File: config.mk
export PLATFORM = sky130hd
export DESIGN_NAME = request_pending_latch
export DESIGN_NICKNAME = d
export VERILOG_FILES = /design/src/rtl/request_pending_latch.sv
export SDC_FILE = /design/constraint.sdc
export NUM_CORES = 1
export LEC_CHECK = 0
export CAP_MARGIN = 40
export CORE_MARGIN = 1.5
export CORE_UTILIZATION = 35
export CTS_BUF_LIST = sky130_fd_sc_hd__clkbuf_8
export DETAILED_ROUTE_END_ITERATION = 8
export PLACE_DENSITY = 0.64
export SETUP_SLACK_MARGIN = 0.15
export SLEW_MARGIN = 25
export SYNTH_ARGS = -nofsm -noshare
export SYNTH_HDL_FRONTEND = slang
export SYNTH_SLANG_ARGS = --single-unit
File: constraint.sdc
create_clock -name clk -period 1.7 [get_ports clk]
set_clock_uncertainty 0.1 [all_clocks]
set_input_delay 0.255 -clock clk [delete_from_list [all_inputs] [get_ports clk]]
set_output_delay 0.255 -clock clk [all_outputs]
set_load 0.005 [all_outputs]
File: src/rtl/request_pending_latch.sv
// Sticky capture of request events ahead of the LSB-first priority encoder, with per-line lost-event counters.
// An event lands in pend on the sampling edge; pend_vec is combinational; no backpressure: invalid acks are dropped and flagged on ack_err.
module request_pending_latch #(
    parameter bit EDGE_DET  = 1'b1,
    parameter int OVF_CNT_W = 4
) (
    input  logic                   clk,
    input  logic                   rst_n,
    input  logic [3:0]             req_in,
    input  logic [3:0]             mask,
    output logic [3:0]             pend_vec,
    output logic                   pend_vld,
    input  logic [1:0]             pos_in,
    input  logic                   ack,
    output logic                   ack_err,
    output logic [4*OVF_CNT_W-1:0] ovf_cnt,
    input  logic                   ovf_clr
);

    logic [3:0]           pend;
    logic [3:0]           req_d;
    logic [3:0]           evt;
    logic [3:0]           clr;
    logic [3:0]           inc;
    logic                 ack_ok;
    logic [OVF_CNT_W-1:0] cnt [4];

    assign pend_vec = pend & mask;
    assign pend_vld = |pend_vec;

    assign evt    = EDGE_DET ? (req_in & ~req_d) : req_in;
    // Masked lines read as clear here, so an ack aimed at them is rejected.
    assign ack_ok = ack & pend_vld & pend_vec[pos_in];
    assign inc    = evt & pend & ~clr;

    always_comb begin
        clr = '0;
        if (ack_ok)
            clr[pos_in] = 1'b1;
    end

    always_comb begin
        ovf_cnt = '0;
        for (int i = 0; i < 4; i++)
            ovf_cnt[i*OVF_CNT_W +: OVF_CNT_W] = cnt[i];
    end

    always_ff @(posedge clk or negedge rst_n) begin
        if (!rst_n) begin
            pend    <= '0;
            req_d   <= '0;
            ack_err <= 1'b0;
            for (int i = 0; i < 4; i++)
                cnt[i] <= '0;
        end else begin
            // A new event on the bit being acked survives the clear.
            pend    <= (pend & ~clr) | evt;
            req_d   <= req_in;
            ack_err <= ack & ~ack_ok;
            for (int i = 0; i < 4; i++) begin
                if (ovf_clr)
                    cnt[i] <= '0;
                else if (inc[i] && (cnt[i] != '1))
                    cnt[i] <= cnt[i] + OVF_CNT_W'(1);
            end
        end
    end

endmodule

==> results of run 1 <==
-- flip-flops by register name, indices dropped and copies added (netlist names) --
name,count
ack_err,1
req_d,4
pend,4
ovf_cnt,16
-- how the worst max path moves through the flow --
stage | slack (ps) | end
6_report | 180 | ovf_cnt[3]
4_1_cts | 80 | pend_vld
2_1_floorplan | 180 | ovf_cnt[11]
3_3_place_gp | -120 | ovf_cnt[15]
3_5_place_dp | -180 | ovf_cnt[15]
5_1_grt | 140 | ovf_cnt[7]
-- cell type report --
class | count | area (um^2) | share of cell area
sequential | 25 | 627 | 0.302
tap | 46 | 57.6 | 0.0278
timing repair buffer | 75 | 651 | 0.314
clock buffer | 3 | 41.3 | 0.0199
inverter | 4 | 15.0 | 0.00724
clock inverter | 1 | 5.00 | 0.00241
multi-input combinational | 79 | 677 | 0.326
-- metrics by stage --
step / cell area (um^2) / util / instances / setup slack [ps]
2_1_floorplan: 1270 / - / 110 / 177
3_3_place_gp: 1800 / 0.526 / 206 / -123
3_5_place_dp: 1800 / 0.526 / 206 / -183
4_1_cts: 1980 / 0.578 / 226 / 83.6
5_1_grt: 2070 / 0.607 / 233 / 143
6_report: 2070 / 0.607 / 233 / 184
-- layer usage --
metal | vias up | share of wire
li1 | 546 | -
met1 | 545 | 0.45
met2 | 34 | 0.48
met3 | 4 | 0.053
met4 | 0 | 0.014
met5 | - | 0
-- cell usage in the layout (no fill, tap or decap), drive strengths merged, types with 8 or more instances in the layout --
cell	instances
dlygate4sd2	12
nand3	8
buf	40
dlymetal6s2s	8
nand4	10
clkdlybuf4s50	14
xor2	8
dfrtp	25
nor2	12
-- cells by family after synthesis --
family,share of synthesized area
flops,0.493
fa+ha+maj,0.0394
xor+xnor,0.0552
simple gates,0.286
mux,0.0523
compound gates,0.0562
buf+inv,0.0178
-- report_power, final --
group	switching [mW]	internal [mW]	leakage, nW
registers	0.0206	0.623	0.319
logic	0.114	0.162	0.767
clock network	0.183	0.164	0.0255
-- repair_timing --
action	CTS	global route
setup buffers	16	7
pin swaps	3	2
resized for setup	22	21
setup endpoints to repair	22	20
==> results.md, run 1 <==
- Status: finished, final reports clean
- Post-synth top area share: 0.493
- Top cells by area, synth: dfrtp_1, xor2_1, nand4_4
- Power, Total: 1.27 mW
- Syn Inst Count: 110
- Largest area contributor in the synthesized netlist: dfrtp_1
- Vias post-DR: 1129
- DR iter-0 viols: 23
- Area grow syn2layout: 63.4%
- Core area: 0.00342 mm^2
- Setup CP Type: flip-flop to primary output
- Total Routed Length: 3100 um
- Crit path depth: 1
- CP Data Required Time: 1340 ps
- R2r startpoint: ovf_cnt[8]
- Vias in the first global route: 1177
- DR vias/cell: 4.85
- CP Data Arrival Time: 1160 ps
- Hold_buf cts: 0
- CTS sink count: 25
- RSZ-0062 raised after global routing: true
- Syn nets: 128
- Setup_tns: 0 ps
- Reg-to-reg setup timing slack: 200 ps
- Slew of the pin with the lowest slew margin: 322 ps
- Fmax achieved: 0.660 GHz
- Post-layout net count: 206
- CP Capture Type: primary output
- Worst reg-to-reg path cell count: 5
- Crit share post-route: 0.892
- Buffers on Ports: 35
- FF-to-FF End: ovf_cnt[11]
- CTS root buf: clkbuf_8
- GRT Total Usage: 0.161
- Critical path's top delay family: buffers and inverters
- Critical path origin: ovf_cnt[3]
- Final hold slack: 242 ps
- # fillers: 299
- DRT Pass-1 Iters: 4
- Worst-skew pair later-pin latency: 270 ps
- CTS buffer count: 3
- # setup viols final: 0
- Busiest layer in global routing: met2
- Layout cells sized above 1: 0.385
- Met3 Use GR: 0.0268
- DR WL/cell: 13.3 um
- Yosys reg bits: 25
- FFs w/ async S/R, synth: 1.00
- Leakage: 1.11 nW
- Pins Over Slew Limit: 0
- Worst path bufs/invs: 1
- Starting Density: 0.371
- Pwr per Cell Area: 611 mW/mm^2
- # H-tree levels: 1
- CTS tree: yes
- ANT nets after route: 0
- Slowest-stage cell, CP: clkdlybuf4s50_1
- DP HPWL: 2160 um
- First-pass GRT wire length: 5160 um
- Total grt overflow: 0
- Max cap viols: 0
- Die H: 63.2 um
- Synth top cells by count: dfrtp_1, nor2_1, nand3_1, xor2_1, nand4_1
- Hold WC Path Type: input port to async pin
- Yosys warns: 0
- Startpoint types: flip-flop
- CP Cell Sequence: clkdlybuf4s50_1
- Initial antenna violation count: 0
- Gpl congestion: 0.809
- Most numerous cell in the Yosys netlist: dfrtp_1
- Area of the die: 0.00399 mm^2
- Num rows: 21
- Relative slew slack: 0.786
- Diode count: 0
- Grt met1 use: 0.202
- Pin count of the biggest net entering global routing: 26
- Die width: 63.2 um
- Seq/Total Area, Yosys: 0.493
- Met2 Resource Use GR: 0.279
- Syn Area/Cell: 11.5 um^2
- Largest fanout on the critical path: 3
- Worst-path clk slew: 80 ps
- CTS max path bufs: 2
- Post-Syn Area: 0.00127 mm^2
- Final hold vios: 0
- Post-synth EDFFs: 0
- Ports: 36
- Min Clock Period, post-route: 1520 ps
- DRC viols: 0
- Post-synthesis cell type count: 24
- Crit-path max cell delay: 510 ps
- VDD IR-drop max: 346 uV
- Main synth FF type: dfrtp_1
Note: power is estimated with default switching activity, not from simulation.
==> run 2: changes to the inputs <==
CORE_UTILIZATION = 40   (was 35)
DONT_BUFFER_PORTS = 1   (was not set)
PLACE_DENSITY = 0.56   (was 0.64)
==> results.md, run 2 (synthesized netlist as in run 1, its figures left out) <==
- Logic pwr share: 0.131 (-0.087)
- Total Routed Length: 2580 um (-17%)
- CTS root buf: clkbuf_8
- Setup_tns: 0 ps (unchanged)
- Hold depth: 1
- CP Data Arrival Time: 1590 ps (+430 ps)
- Worst-path clk slew: 90 ps (about the same)
- FF-to-FF End: ovf_cnt[11]
- CP Capture Type: flip-flop
- Reg area: 626 um^2 (-0.20%)
- CP Data Required Time: 1800 ps (+460 ps)
- Final hold vios: 0 (unchanged)
- Die H: 59.3 um (-6.1%)
- Pin count of the biggest net entering global routing: 26 (unchanged)
- Setup CP Type: flip-flop to flip-flop
- Post-layout net count: 147 (-29%)
- CTS buffer count: 3 (unchanged)
- DRT Pass-1 Iters: 2 (-2)
- Starting Density: 0.419 (+0.0476)
- Gpl congestion: 0.750 (-7.2%)
- ANT nets after route: 0 (unchanged)
- CP Cell Sequence: ha_2 > nand3_4 > nand4_4 > or3_1 > a21oi_2
- Core area: 0.00303 mm^2 (-11%)
- Max cap viols: 0 (unchanged)
- Pwr per Cell Area: 744 mW/mm^2 (+22%)
- Leakage: 0.701 nW (-37%)
- Commonest non-fill, non-tap cell in the layout: dfrtp_1
- CTS tree: yes
- Min-delay src: ack
- Buffers on Ports: 0 (-100%)
- Met2 Resource Use GR: 0.251 (-0.0281)
- Layout cells sized above 1: 0.281 (-0.104)
- Switching pwr: 304 uW (-4.4%)
- GRT Total Usage: 0.155 (-0.00581)
- Area of the multi-input gates: 691 um^2 (+2.0%)
- Largest fanout on the critical path: 4 (+1)
- Status: finished, final reports clean
- Most frequent cells in the layout: dfrtp_1, nor2_1, buf_4
- Worst-skew pair later-pin latency: 270 ps (about the same)
- Vias in the first global route: 917 (-22%)
- Flop pwr share: 0.553 (+0.045)
- Reg-to-reg setup timing slack: 210 ps (about the same)
- Total grt overflow: 0 (unchanged)
- Critical path's top delay family: simple AND/OR/NAND/NOR gates
- Area grow syn2layout: 24.9%
- VDD IR-drop max: 489 uV (+41%)
- Largest register FFs: 16 (unchanged)
- Worst reg-to-reg path cell count: 5 (unchanged)
- Die width: 59.3 um (-6.1%)
- Grt met1 use: 0.193 (-0.00932)
- DP HPWL: 1850 um (-15%)
- Worst path bufs/invs: 0 (-1)
- Num rows: 20 (-4.8%)
- Slew of the pin with the lowest slew margin: 699 ps (+377 ps)
- First-pass GRT wire length: 4100 um (-21%)
- Initial antenna violation count: 0 (unchanged)
- Crit-path max cell delay: 440 ps (-70 ps)
- Slowest-stage cell, CP: dfrtp_1
- Area of the die: 0.00352 mm^2 (-12%)
- # fillers: 275 (-8.0%)
- Ports: 36 (unchanged)
- Fmax achieved: 0.672 GHz (+1.8%)
- Clock share of power: 0.316 (+0.042)
- Startpoint types: flip-flop
- CTS sink count: 25 (unchanged)
- # setup viols final: 0 (unchanged)
- Hold WC Path Type: input port to flip-flop
- Pins Over Slew Limit: 0 (unchanged)
- Int Pwr: 874 uW (-7.8%)
- R2r startpoint: ovf_cnt[9]
- Busiest layer in global routing: met2
- DR WL/cell: 15.0 um (+13%)
- Crit share post-route: 0.876 (-0.0159)
- Vias post-DR: 913 (-19%)
- RSZ-0062 raised after global routing: true
- Min Clock Period, post-route: 1490 ps (-27.0 ps)
- Hold path endpoint: ack_err
- DRC viols: 0 (unchanged)
- CTS max path bufs: 2 (unchanged)
- DR vias/cell: 5.31 (+9.5%)
- Diode count: 0 (unchanged)
- Relative slew slack: 0.533 (-0.253)
- # H-tree levels: 1 (unchanged)
- DR iter-0 viols: 23 (unchanged)
- Switching Share: 0.258 (+0.00681)
- Met3 Use GR: 0.0677 (+0.0409)
- Final hold slack: 27.9 ps (-214 ps)
==> run 2: cell count changes in the layout (fill, tap and decap cells not counted), sizes merged <==
cell | before | now
buf | 40 | 10
clkdlybuf4s50 | 14 | 0
dlygate4sd2 | 12 | 0
dlymetal6s2s | 8 | 0
dlygate4sd3 | 0 | 6
clkbuf | 4 | 3
clkinv | 1 | 0
inv | 4 | 5
==> run 2: power by group through the flow <==
stage | logic, mW | registers [mW] | clock network (mW)
6_report | 0.154 | 0.652 | 0.372
5_1_grt | 0.173 | 0.657 | 0.416
4_1_cts | 0.146 | 0.652 | 0.396
3_5_place_dp | 0.110 | 0.663 | 0
3_3_place_gp | 0.106 | 0.662 | 0
2_1_floorplan | 0.0840 | 0.661 | 0
==> run 2: routing by layer <==
metal | share of wire | vias to the layer above
li1 | - | 436
met1 | 0.44 | 445
met2 | 0.49 | 30
met3 | 0.066 | 2
met4 | 0.0074 | 0
met5 | 0 | -
==> run 2: worst register-to-register path, cell delays in order, from the launching register on <==
cell	delay, ps
dfrtp_1	440
ha_2	230
nand3_4	70
nand4_4	120
or3_1	340
a21oi_2	120
==> run 2: metrics by stage <==
step	area [um^2]	util	total power [mW]	cells	setup WS, ps
floorplan	1270	-	0.745	110	177
global placement	1350	0.445	0.768	156	132
detailed placement	1350	0.445	0.773	156	115
CTS	1510	0.498	1.19	167	150
global route	1580	0.523	1.25	172	126
finish	1580	0.523	1.18	172	211
==> run 2: cell type report <==
| cell class | instances | area share |
|---|---|---|
| Sequential cell | 25 | 0.395 |
| Inverter | 4 | 0.00948 |
| Clock buffer | 3 | 0.0261 |
| Timing Repair Buffer | 16 | 0.0932 |
| Tap cell | 44 | 0.0348 |
| Clock inverter | 1 | 0.00553 |
| Multi-Input combinational cell | 79 | 0.436 |
==> run 2: how the worst max path moves through the flow <==
stage | startpoint | end | slack (ps) | cells past startpoint
2_1_floorplan | ovf_cnt[8] | ovf_cnt[11] | 180 | 5
3_3_place_gp | ovf_cnt[9] | ovf_cnt[11] | 130 | 5
3_5_place_dp | ovf_cnt[9] | ovf_cnt[11] | 110 | 5
4_1_cts | ovf_cnt[1] | ovf_cnt[3] | 150 | 5
5_1_grt | ovf_cnt[5] | ovf_cnt[7] | 130 | 5
6_report | ovf_cnt[9] | ovf_cnt[11] | 210 | 5
==> run 2: what timing repair did <==
action	in CTS	in global routing
gates resized for setup	8	9
endpoints found under the setup margin	4	4
setup buffers	0	5
gates cloned	0	0
endpoints found under the hold margin	45	0
pin swaps	0	10
hold buffers	7	0
